**src/rtl/c7b_axi_rd_arb_if.sv**
```systemverilog
// AXI read address/data channel bundle between the c7b read arbiter and the top-level AXI port.
interface c7b_axi_rd_arb_if #(
  parameter int ADDR_W = 32,
  parameter int DATA_W = 32
);
  logic [3:0]        arid;
  logic [ADDR_W-1:0] araddr;
  logic [7:0]        arlen;
  logic [2:0]        arsize;
  logic [1:0]        arburst;
  logic              arvalid;
  logic              arready;
  logic [3:0]        rid;
  logic [DATA_W-1:0] rdata;
  logic [1:0]        rresp;
  logic              rlast;
  logic              rvalid;
  logic              rready;

  modport master (
    output arid, araddr, arlen, arsize, arburst, arvalid,
    input  arready,
    input  rid, rdata, rresp, rlast, rvalid,
    output rready
  );

  modport slave (
    input  arid, araddr, arlen, arsize, arburst, arvalid,
    output arready,
    output rid, rdata, rresp, rlast, rvalid,
    input  rready
  );
endinterface

```
**src/rtl/c7b_axi_rd_arb.sv**
```systemverilog
// Round-robin share of one single-beat AXI read channel between IFU and LSU;
// one transaction in flight, R beat steered back to the owner of the outstanding AR.
module c7b_axi_rd_arb #(
  parameter int         ADDR_W = 32,
  parameter int         DATA_W = 32,
  parameter logic [3:0] ID_IFU = 4'd0,
  parameter logic [3:0] ID_LSU = 4'd1
) (
  input  logic              clk,
  input  logic              reset,
  input  logic              ifu_req,
  input  logic [ADDR_W-1:0] ifu_addr,
  output logic              ifu_ack,
  output logic              ifu_rvalid,
  output logic [DATA_W-1:0] ifu_rdata,
  output logic              ifu_rerr,
  input  logic              lsu_req,
  input  logic [ADDR_W-1:0] lsu_addr,
  output logic              lsu_ack,
  output logic              lsu_rvalid,
  output logic [DATA_W-1:0] lsu_rdata,
  output logic              lsu_rerr,
  c7b_axi_rd_arb_if.master  axi,
  output logic              id_err
);

  typedef enum logic [1:0] {IDLE, ADDR, DATA} state_t;

  state_t            state, state_nx;
  logic              owner_lsu;
  logic              rr_last_lsu;
  logic [ADDR_W-1:0] araddr_p0;
  logic [3:0]        arid_p0;
  logic              any_req, grant_lsu, ar_hs, r_hs;

  logic              ifu_ack_p1, lsu_ack_p1;
  logic              ifu_vld_p1, lsu_vld_p1;
  logic [DATA_W-1:0] ifu_rdata_p1, lsu_rdata_p1;
  logic              ifu_rerr_p1, lsu_rerr_p1;
  logic              id_err_q;

  // Single-beat transactions complete on the one R beat, so rlast carries no information.
  logic              unused_rlast;
  assign unused_rlast = axi.rlast;

  function automatic logic resp_is_err(input logic [1:0] resp);
    return resp != 2'b00;
  endfunction

  always_comb begin
    state_nx  = state;
    any_req   = ifu_req | lsu_req;
    // On a tie the requester that was not served last wins.
    grant_lsu = lsu_req & (~ifu_req | ~rr_last_lsu);
    ar_hs     = (state == ADDR) & axi.arready;
    r_hs      = (state == DATA) & axi.rvalid;
    case (state)
      IDLE:    if (any_req)    state_nx = ADDR;
      ADDR:    if (axi.arready) state_nx = DATA;
      DATA:    if (axi.rvalid)  state_nx = IDLE;
      default: state_nx = IDLE;
    endcase
  end

  // Stage p0: grant capture and AR issue; stage p1: registered ack / return beat
  always_ff @(posedge clk) begin
    if (reset) begin
      state        <= IDLE;
      owner_lsu    <= 1'b0;
      rr_last_lsu  <= 1'b0;
      araddr_p0    <= '0;
      arid_p0      <= '0;
      ifu_ack_p1   <= 1'b0;
      lsu_ack_p1   <= 1'b0;
      ifu_vld_p1   <= 1'b0;
      lsu_vld_p1   <= 1'b0;
      ifu_rdata_p1 <= '0;
      lsu_rdata_p1 <= '0;
      ifu_rerr_p1  <= 1'b0;
      lsu_rerr_p1  <= 1'b0;
      id_err_q     <= 1'b0;
    end else begin
      state      <= state_nx;
      ifu_ack_p1 <= ar_hs & ~owner_lsu;
      lsu_ack_p1 <= ar_hs &  owner_lsu;
      ifu_vld_p1 <= r_hs  & ~owner_lsu;
      lsu_vld_p1 <= r_hs  &  owner_lsu;
      if ((state == IDLE) && any_req) begin
        owner_lsu   <= grant_lsu;
        rr_last_lsu <= grant_lsu;
        araddr_p0   <= grant_lsu ? lsu_addr : ifu_addr;
        arid_p0     <= grant_lsu ? ID_LSU : ID_IFU;
      end
      if (r_hs) begin
        if (owner_lsu) begin
          lsu_rdata_p1 <= axi.rdata;
          lsu_rerr_p1  <= resp_is_err(axi.rresp);
        end else begin
          ifu_rdata_p1 <= axi.rdata;
          ifu_rerr_p1  <= resp_is_err(axi.rresp);
        end
        // A stray id still delivers data to the owner; the flag only records it.
        if (axi.rid != arid_p0) id_err_q <= 1'b1;
      end
    end
  end

  assign axi.arid    = arid_p0;
  assign axi.araddr  = araddr_p0;
  assign axi.arlen   = 8'd0;
  assign axi.arsize  = 3'b010;
  assign axi.arburst = 2'b01;
  assign axi.arvalid = (state == ADDR);
  assign axi.rready  = (state == DATA);

  assign ifu_ack    = ifu_ack_p1;
  assign lsu_ack    = lsu_ack_p1;
  assign ifu_rvalid = ifu_vld_p1;
  assign lsu_rvalid = lsu_vld_p1;
  assign ifu_rdata  = ifu_rdata_p1;
  assign lsu_rdata  = lsu_rdata_p1;
  assign ifu_rerr   = ifu_rerr_p1;
  assign lsu_rerr   = lsu_rerr_p1;
  assign id_err     = id_err_q;

endmodule

```
**src/flat_wrapper.sv**
```systemverilog
// flat-port wrapper written by rule: the top's interface ports become plain ports
module c7b_axi_rd_arb_flat 
#(
  parameter int         ADDR_W = 32,
  parameter int         DATA_W = 32,
  parameter logic [3:0] ID_IFU = 4'd0,
  parameter logic [3:0] ID_LSU = 4'd1
)
  (clk, reset, ifu_req, ifu_addr, ifu_ack, ifu_rvalid, ifu_rdata, ifu_rerr, lsu_req, lsu_addr, lsu_ack, lsu_rvalid, lsu_rdata, lsu_rerr, id_err, axi_arid, axi_araddr, axi_arlen, axi_arsize, axi_arburst, axi_arvalid, axi_arready, axi_rid, axi_rdata, axi_rresp, axi_rlast, axi_rvalid, axi_rready);
  c7b_axi_rd_arb_if #(.ADDR_W(ADDR_W), .DATA_W(DATA_W)) axi_i ();
  input  logic clk;
  input  logic reset;
  input  logic ifu_req;
  input  logic [ADDR_W-1:0] ifu_addr;
  output logic ifu_ack;
  output logic ifu_rvalid;
  output logic [DATA_W-1:0] ifu_rdata;
  output logic ifu_rerr;
  input  logic lsu_req;
  input  logic [ADDR_W-1:0] lsu_addr;
  output logic lsu_ack;
  output logic lsu_rvalid;
  output logic [DATA_W-1:0] lsu_rdata;
  output logic lsu_rerr;
  output logic id_err;
  output wire logic [$bits(axi_i.arid)-1:0] axi_arid;
  output wire logic [$bits(axi_i.araddr)-1:0] axi_araddr;
  output wire logic [$bits(axi_i.arlen)-1:0] axi_arlen;
  output wire logic [$bits(axi_i.arsize)-1:0] axi_arsize;
  output wire logic [$bits(axi_i.arburst)-1:0] axi_arburst;
  output wire logic [$bits(axi_i.arvalid)-1:0] axi_arvalid;
  input wire logic [$bits(axi_i.arready)-1:0] axi_arready;
  input wire logic [$bits(axi_i.rid)-1:0] axi_rid;
  input wire logic [$bits(axi_i.rdata)-1:0] axi_rdata;
  input wire logic [$bits(axi_i.rresp)-1:0] axi_rresp;
  input wire logic [$bits(axi_i.rlast)-1:0] axi_rlast;
  input wire logic [$bits(axi_i.rvalid)-1:0] axi_rvalid;
  output wire logic [$bits(axi_i.rready)-1:0] axi_rready;
  assign axi_arid = axi_i.arid;
  assign axi_araddr = axi_i.araddr;
  assign axi_arlen = axi_i.arlen;
  assign axi_arsize = axi_i.arsize;
  assign axi_arburst = axi_i.arburst;
  assign axi_arvalid = axi_i.arvalid;
  assign axi_i.arready = axi_arready;
  assign axi_i.rid = axi_rid;
  assign axi_i.rdata = axi_rdata;
  assign axi_i.rresp = axi_rresp;
  assign axi_i.rlast = axi_rlast;
  assign axi_i.rvalid = axi_rvalid;
  assign axi_rready = axi_i.rready;
  c7b_axi_rd_arb #(.ADDR_W(ADDR_W), .DATA_W(DATA_W), .ID_IFU(ID_IFU), .ID_LSU(ID_LSU)) u_core (.clk(clk), .reset(reset), .ifu_req(ifu_req), .ifu_addr(ifu_addr), .ifu_ack(ifu_ack), .ifu_rvalid(ifu_rvalid), .ifu_rdata(ifu_rdata), .ifu_rerr(ifu_rerr), .lsu_req(lsu_req), .lsu_addr(lsu_addr), .lsu_ack(lsu_ack), .lsu_rvalid(lsu_rvalid), .lsu_rdata(lsu_rdata), .lsu_rerr(lsu_rerr), .axi(axi_i), .id_err(id_err));
endmodule
```
**config.mk**
```make
export PLATFORM = sky130hd
export DESIGN_NAME = c7b_axi_rd_arb_flat
export DESIGN_NICKNAME = d
export VERILOG_FILES = /design/src/rtl/c7b_axi_rd_arb_if.sv /design/src/rtl/c7b_axi_rd_arb.sv /design/src/flat_wrapper.sv
export SDC_FILE = /design/constraint.sdc
export NUM_CORES = 1
export LEC_CHECK = 0
export CAP_MARGIN = 20
export CORE_MARGIN = 2
export CORE_UTILIZATION = 44
export CTS_BUF_LIST = sky130_fd_sc_hd__clkbuf_8
export DETAILED_ROUTE_END_ITERATION = 6
export PLACE_DENSITY = 0.91
export SLEW_MARGIN = 0
export SYNTH_ARGS = -nofsm -noshare
export SYNTH_HDL_FRONTEND = slang
export SYNTH_SLANG_ARGS = --single-unit
```
**constraint.sdc**
```tcl
create_clock -name clk -period 2.3 [get_ports clk]
set_clock_uncertainty 0.05 [all_clocks]
set_input_delay 0.23 -clock clk [delete_from_list [all_inputs] [get_ports clk]]
set_output_delay 0.23 -clock clk [all_outputs]
set_load 0.01 [all_outputs]
```
======== Word level (Yosys, flattened, before mapping) ========
Index checks and enable logic that the tools add are counted.
operators by class
  equality and inequality tests ........... 6
  mux-type cells .......................... 6
  bitwise gates (word level) .............. 11
  reductions and logical operators ........ 7
operator list
  operator                                                         number
  32-bit two-way mux                                               1
  1-bit AND                                                        7
  2-bit two-way mux                                                3
  2-bit one-hot mux with 3 select lines                            1
  2-bit AND reduction                                              3
  2-bit by 1-bit != test with 1-bit output, second input constant  2
  4-bit != test                                                    1
  3-bit AND reduction                                              1
  2-bit by 1-bit == test with 1-bit output, second input constant  1
  2-bit == test, second input constant                             1
  2-bit logical NOT                                                1
  2-bit != test, second input constant                             1
  1-bit inverter                                                   2
  1-bit bitwise OR                                                 2
  2-bit nonzero test                                               1
  1-bit logical AND                                                1
  1-bit two-way mux                                                1
storage, ports and cells
  flip-flop bits (word level) ............. 110
  input port bits ......................... 109
  output and inout bits ................... 122
  word-level logic and storage cells ...... 43

======== Longest topological paths before layout ========
Gate-level depths: netlist of the first run.
  depth after elaboration ................. 4
  gate-level depth with buffers ........... 6
  depth with buffers taken out ............ 3

======== Least setup slack after synthesis of the first run ========
Ideal clock, no wire load.
  path kind ............................... reg2reg
  start point ............................. register, netlist name u_core.owner_lsu
  end point ............................... register u_core.araddr_p0[10] (netlist: u_core.axi.araddr[10])
  library setup time ...................... 0.089 ns
  data arrival time ....................... 1.264 ns
  required time ........................... 2.161 ns
  setup slack ............................. 0.897 ns
  cell stages (with the launch flop) ...... 6
  path buffers ............................ 2
  clock period less this slack ............ 1.403 ns
  path through ............................ dfxtp_1 buf_4 a21boi_2 clkbuf_1 nand2_1 a311oi_2
RTL lines
  what                  line                  source
  to (signal assigned)  c7b_axi_rd_arb.sv:91  araddr_p0 <= grant_lsu ? lsu_addr : ifu_addr;
  to (decl)             c7b_axi_rd_arb.sv:32  logic [ADDR_W-1:0] araddr_p0;

======== Final worst setup path of the first run ========
  start point ............................. register u_core.state[0]
  end point ............................... output port axi_arvalid
on the way
  cells in the longest elaborated chain, start to end .. 1
ends and longest elaborated chain
  what                                      line                   source
  from (decl)                               c7b_axi_rd_arb.sv:29   state_t state, state_nx;
  from (signal assigned)                    c7b_axi_rd_arb.sv:83   state <= state_nx;
  2-bit by 1-bit == test with 1-bit output  c7b_axi_rd_arb.sv:113  assign axi.arvalid = (state == ADDR);
  to (decl)                                 flat_wrapper.sv:31     output wire logic [$bits(axi_i.arvalid)-1:0] axi_arvalid;
Every way passes these cells.

==> run_results.csv, run 1 <==
group,metric,value,unit
run_status,status,"finished, final reports clean",
clock_network,cts_inserted_buffers,9,
yosys,muxShareOfSynthArea,0,%
yosys,synth_compound_area_share,23.4,%
die,num_io_pins,231,
critical_path,reg2reg_slack,0.56,ns
critical_path,rr_startpoint,"u_core.state[1]",
sta,setup_ws,0.265,ns
yosys,synth_ff_type,"dfxtp_1",
critical_path,slowest_stage,"clkdlybuf4s50_1",
hold_path,hp-start,"reset",
critical_path,crit_required,2.02,ns
clock_network,root_buffer,"clkbuf_8",
finish,syn2layout_area_growth,54.5,%
hold_path,min_to,"u_core.state[1]",
power_and_ir_drop,netSwitchingFraction,25.4,%
sta,max-slew-margin-rel,38.9,%
critical_path,criticalPathCategory,"reg -> out",
clock_network,cts_max_path_buffers,2,
critical_path,cp-end-kind,"primary output",
die,coreArea,9730,um^2
yosys,synth_top_family_by_area,"compound AO/OA/AOI/OAI gates",
yosys,synth_common_cells,"nand2_1 (194), dfxtp_1 (106), a21oi_1 (99)",
placement,dpl.cell_count,832,
yosys,synthXorXnorAreaFrac,0.200,%
clock_network,htree_levels,3,
yosys,synth-simple-area-share,19.8,%
finish,seqCellArea,2120,um^2
sta,setup_violations,0,
power_and_ir_drop,p_switching,1.06,mW
sta,period_minus_slack,2.03,ns
yosys,yosys.area_share.adder,0,%
critical_path,slowest_delay,0.60,ns
critical_path,cp-start-kind,"register",
detailed_routing,drc_errors,0,
sta,final_hold_viol_count,0,
yosys,synth_top_cell_area_share,48.5,%
global_routing,antenna_found_initial,0,
yosys,yosys-top-cells-area,"dfxtp_1 (48%), nand2_1 (17%), a21oi_1 (11%), a311oi_2 (10%), buf_4 (3.1%)",
sta,worst_pin_slew,0.917,ns
placement,dp_hpwl,9.48,mm
detailed_routing,post_drt_wl_per_cell,15.4,um
global_routing,grt-ovfl-total,0,
clock_network,ctsHoldBuffers,0,
die,die_y,104,um
power_and_ir_drop,p_int,3.12,mW
clock_network,cts.sinks,106,
detailed_routing,drt_iter0_drc,178,
yosys,seq_area_frac_synth,48.5,%
yosys,synth.largest_area_cell,"dfxtp_1",
power_and_ir_drop,power.density,618,nW/um^2
yosys,yosysMostFrequentCell,"nand2_1",
global_routing,track_usage,24.0,%
finish,fillCellCount,767,
critical_path,r2r_end,"u_core.axi.araddr[15]",
global_routing,grt_pass1_vias,4417,
run,maxCapViolCount,0,
sta,max_clock_freq,491,MHz
yosys,synth.distinct_cells,31,
critical_path,cp_cell_sequence,"nor2b_1 > clkdlybuf4s50_1",
detailed_routing,ant_nets,0,
sta,finalMaxSlewViolations,0,
yosys,synth_cells,524,
power_and_ir_drop,clock_power_share,33.0,%
die,floorplan.initialDensity,45.0,%
yosys,syn_avg_cell_area,8.35,um^2
finish,drive_gt1_share,8.81,%
hold_path,min_path_type,"in -> reg",
clock_network,cts_tree,"built",
hold_path,hold_path_depth,2,
placement,portBuffers,213,
yosys,synth-seq-cells,106,
yosys,ys_warn_count,0,
clock_network,clk_latency,0.36,ns
detailed_routing,first_pass_iters,5,
yosys,synth_area,4380,um^2
die,num_rows,36,
yosys,synth_edf_count,0,
detailed_routing,num_vias,4392,
clock_network,clk_pin_slew,0.09,ns
clock_network,cts_setup_buffers,0,
placement,gp_routability_congestion,0.820,
finish,fin_cells,848,
critical_path,rr_worst_depth,3,
global_routing,grt_pass1_wl,21.2,mm
finish,multi_input_comb_area,1980,um^2
finish,num-nets-final,819,
die,die_area,10800,um^2
detailed_routing,routed_wl,13.1,mm
sta,rsz0062_at_grt,"false",
sta,min_period_over_period,88.5,%
critical_path,arrival,1.75,ns
power_and_ir_drop,pwr-share-seq,47.4,%
detailed_routing,vias_per_cell,5.18,
power_and_ir_drop,cellLeakagePower,2.34,nW
critical_path,crit_path_max_fanout,7,
finish,antenna_cells,0,
sta,fin_tns_setup,0,ns
yosys,async_reset_ff_share,0,%
power_and_ir_drop,p_total,4.18,mW
power_and_ir_drop,ir_worst_vdd,351,uV
global_routing,grt_max_degree,58,
clock_network,cts_resized,0,
power_and_ir_drop,pwr-share-comb,19.7,%
placement,pre_cts_ws,0.147,ns
die,die_x,104,um
## sequential cells by signal (all words and copies together), names as in the netlist
signal	cells
u_core.axi.araddr	32
u_core.ifu_rdata	32
u_core.lsu_rdata	32
u_core.state	2
u_core.id_err	1
u_core.ifu_ack	1
u_core.ifu_rerr	1
u_core.ifu_rvalid	1
u_core.lsu_ack	1
u_core.lsu_rerr	1
u_core.lsu_rvalid	1
u_core.owner_lsu	1
## layout make-up
cell class              count  share of cell area, %
repair buffers            223                   33.2
flip-flops and latches    106                   31.4
multi-input cells         369                   29.2
well taps                 133                   2.46
clock buffers              10                   2.04
clock inverters             6                   1.68
inverters                   1                 0.0555
## power groups by stage
stage          combinational [mW]  clock [mW]  sequential (mW)
5_1_grt                     0.880        1.47             1.99
3_3_place_gp                0.799           0             2.02
6_report                    0.822        1.38             1.98
2_1_floorplan               0.384           0             2.05
3_5_place_dp                0.820           0             2.02
4_1_cts                     0.823        1.41             1.98
## worst max-delay path, delay by kind of cell (launching register included)
family                 cells  cell delay, ns
and+or+nand+nor            1            0.32
DFF                        1            0.47
buffers and inverters      1            0.60
## metal layers
metal  GRT usage [%]  share of wire, %  up-vias
met5               0                 0        -
met4            9.85               2.4        0
met3            6.36               8.6       23
met2            43.0                50      240
met1            27.2                39     2032
li1                -                 -     2097
## worst max path at each step
stage | depth (start not counted) | slack (ns) | startpoint | to
6_report | 2 | 0.27 | u_core.state[0] | axi_arvalid
5_1_grt | 2 | 0.14 | u_core.state[0] | axi_arvalid
4_1_cts | 2 | 0.24 | u_core.state[0] | axi_arvalid
3_5_place_dp | 4 | 0.15 | ifu_req | u_core.axi.araddr[31]
3_3_place_gp | 4 | 0.22 | ifu_req | u_core.axi.araddr[1]
2_1_floorplan | 5 | 0.90 | u_core.owner_lsu | u_core.axi.araddr[10]
## layout by cell type, fill, tap and decap left out, types with 2 or more instances in the layout
cell / count
and4b_1: 2
bufinv_16: 3
a311oi_2: 30
a21oi_1: 99
clkbuf_8: 10
nor2_1: 4
nand2_1: 194
a211oi_1: 3
clkinvlp_4: 2
a311oi_1: 2
conb_1: 16
buf_12: 3
a21bo_2: 2
buf_4: 8
dfxtp_1: 106
clkdlybuf4s50_1: 212
nor2b_1: 2
## through the flow
| stage | hold slack [ns] | util, % | instance area [um^2] |
|---|---|---|---|
| 2_1_floorplan | 0.316 | - | 4430 |
| 3_3_place_gp | 0.391 | 66.9 | 6510 |
| 3_5_place_dp | 0.398 | 66.9 | 6510 |
| 4_1_cts | 0.289 | 69.5 | 6760 |
| 5_1_grt | 0.326 | 69.5 | 6760 |
| 6_report | 0.302 | 69.5 | 6760 |
## logic make-up (layout without fill, tap and decap cells)
| logic type | Yosys count | count (layout) |
|---|---|---|
| compound gates | 138 | 138 |
| xor+xnor | 1 | 1 |
| buf+inv | 63 | 240 |
| flops | 106 | 106 |
| other cells | 2 | 16 |
| simple gates | 214 | 214 |
Power figures use the tool's default switching activity.
==> run 2: changes to the inputs <==
--- a/config.mk
+++ b/config.mk
@@ -5,8 +5,7 @@
 export SDC_FILE = /design/constraint.sdc
 export NUM_CORES = 1
 export LEC_CHECK = 0
-export CAP_MARGIN = 20
-export CORE_MARGIN = 2
+export CORE_MARGIN = 3
 export CORE_UTILIZATION = 44
 export CTS_BUF_LIST = sky130_fd_sc_hd__clkbuf_8
 export DETAILED_ROUTE_END_ITERATION = 6
==> run 2 against run 1 <==
Against the previous run: count of clock-buffer cells in the layout is 1 lower; first-iteration DRC count up 2.8%; global-route usage down 1.3 points; sequential power hardly changed; highest routed layer unchanged.
==> run_results.csv, run 2 (synthesis gave the netlist of run 1 again) <==
group,metric,value,unit
clock_network,clk_pin_slew,0.11,ns
die,coreArea,9460,um^2
clock_network,cts_max_path_buffers,2,
critical_path,slowest_delay,0.61,ns
sta,min_period_over_period,89.0,%
detailed_routing,post_drt_wl_per_cell,15.8,um
global_routing,antenna_found_initial,0,
placement,dp_hpwl,9.91,mm
die,die_area,11200,um^2
sta,worst_pin_slew,0.924,ns
critical_path,crit_path_max_fanout,7,
power_and_ir_drop,cellLeakagePower,2.32,nW
power_and_ir_drop,power.density,583,nW/um^2
sta,setup_violations,0,
clock_network,cts_setup_buffers,0,
finish,final_common_cell,"clkdlybuf4s50_1",
critical_path,slowest_stage,"clkdlybuf4s50_1",
sta,period_minus_slack,2.05,ns
global_routing,track_usage,22.7,%
finish,final_cell_mix,"clkdlybuf4s50_1 (212), nand2_1 (194), dfxtp_1 (106)",
clock_network,root_buffer,"clkbuf_8",
die,floorplan.initialDensity,46.3,%
power_and_ir_drop,p_total,3.90,mW
sta,max-slew-margin-rel,38.4,%
detailed_routing,drt_iter0_drc,183,
critical_path,crit_required,2.02,ns
detailed_routing,drc_errors,0,
critical_path,cp-end-kind,"primary output",
critical_path,cp-start-kind,"register",
placement,gp_routability_congestion,0.782,
die,num_io_pins,231,
power_and_ir_drop,ir_worst_vdd,361,uV
placement,portBuffers,213,
sta,rsz0062_at_grt,"false",
finish,final_core_utilization,70.8,%
clock_network,clk_latency,0.35,ns
finish,syn2layout_area_growth,52.9,%
detailed_routing,vias_per_cell,5.23,
run,maxCapViolCount,0,
sta,finalMaxSlewViolations,0,
finish,num-nets-final,818,
finish,fillCellCount,680,
detailed_routing,first_pass_iters,5,
finish,antenna_cells,0,
global_routing,grt_pass1_vias,4245,
finish,drive_gt1_share,8.68,%
sta,fin_tns_setup,0,ns
hold_path,min_path_type,"in -> reg",
sta,max_clock_freq,489,MHz
clock_network,htree_levels,3,
critical_path,arrival,1.77,ns
sta,final_hold_viol_count,0,
clock_network,cts.sinks,106,
critical_path,cp_num_buf_inv,1,
critical_path,cp_cell_sequence,"nor2b_1 > clkdlybuf4s50_1",
global_routing,grt_pass1_wl,20.6,mm
critical_path,criticalPathCategory,"reg -> out",
die,die_x,106,um
clock_network,cts_tree,"built",
die,die_y,106,um
detailed_routing,routed_wl,13.4,mm
critical_path,crit_family,"buffers and inverters",
detailed_routing,ant_nets,0,
clock_network,cts_resized,0,
clock_network,cts_inserted_buffers,9,
run_status,status,"finished, final reports clean",
global_routing,grt_max_degree,40,
die,num_rows,35,
detailed_routing,num_vias,4408,
clock_network,ctsHoldBuffers,0,
global_routing,grt-ovfl-total,0,
run 2: worst paths after layout:
path	depth (start not counted)	end	slack, ns	startpoint
min	2	u_core.state[1]	0.23	reset
max	2	axi_arvalid	0.25	u_core.state[0]
min reg2reg	2	u_core.ifu_rdata[4]	0.41	u_core.ifu_rdata[4]
max reg2reg	3	u_core.axi.araddr[27]	0.43	u_core.owner_lsu
run 2: final cells by class:
type                       count  area, um^2  share of cell area, %
clock buffer                   9         124                   1.85
clock inverter                 7        71.3                   1.07
inverter                       1        3.75                 0.0561
multi-input combinational    369        1980                   29.5
sequential                   106        2120                   31.7
tap                          129         161                   2.41
timing repair buffer         222        2230                   33.4
run 2: worst register-to-register path: stages (launching register included):
cell and delay (ns):
dfxtp_1 0.67, a21bo_2 0.64, nand2_1 0.18, a311oi_2 0.27
run 2: power by group:
| group | leakage, nW | internal (mW) | switching [mW] | total [mW] |
|---|---|---|---|---|
| clock | 0.0991 | 0.425 | 0.678 | 1.10 |
| combinational | 1.35 | 0.440 | 0.381 | 0.820 |
| sequential | 0.863 | 1.92 | 0.0596 | 1.98 |
| total | 2.32 | 2.79 | 1.12 | 3.90 |
run 2: stage by stage:
step	setup slack, ns	hold slack, ns	cell area (um^2)	instances
2_1_floorplan	0.897	0.316	4430	538
3_3_place_gp	0.233	0.391	6500	827
3_5_place_dp	0.153	0.397	6500	827
4_1_cts	0.220	0.220	6690	843
5_1_grt	0.132	0.253	6690	843
6_report	0.253	0.231	6690	843
run 2: metal layers:
| metal | share of wire [%] | wire (um) | vias to the layer above | GRT usage [%] |
|---|---|---|---|---|
| met5 | 0 | 0 | - | 0 |
| met4 | 2.1 | 278 | 0 | 7.49 |
| met3 | 9.2 | 1230 | 20 | 6.74 |
| met2 | 50 | 6660 | 242 | 40.9 |
| met1 | 39 | 5190 | 2051 | 25.6 |
| li1 | - | - | 2095 | - |
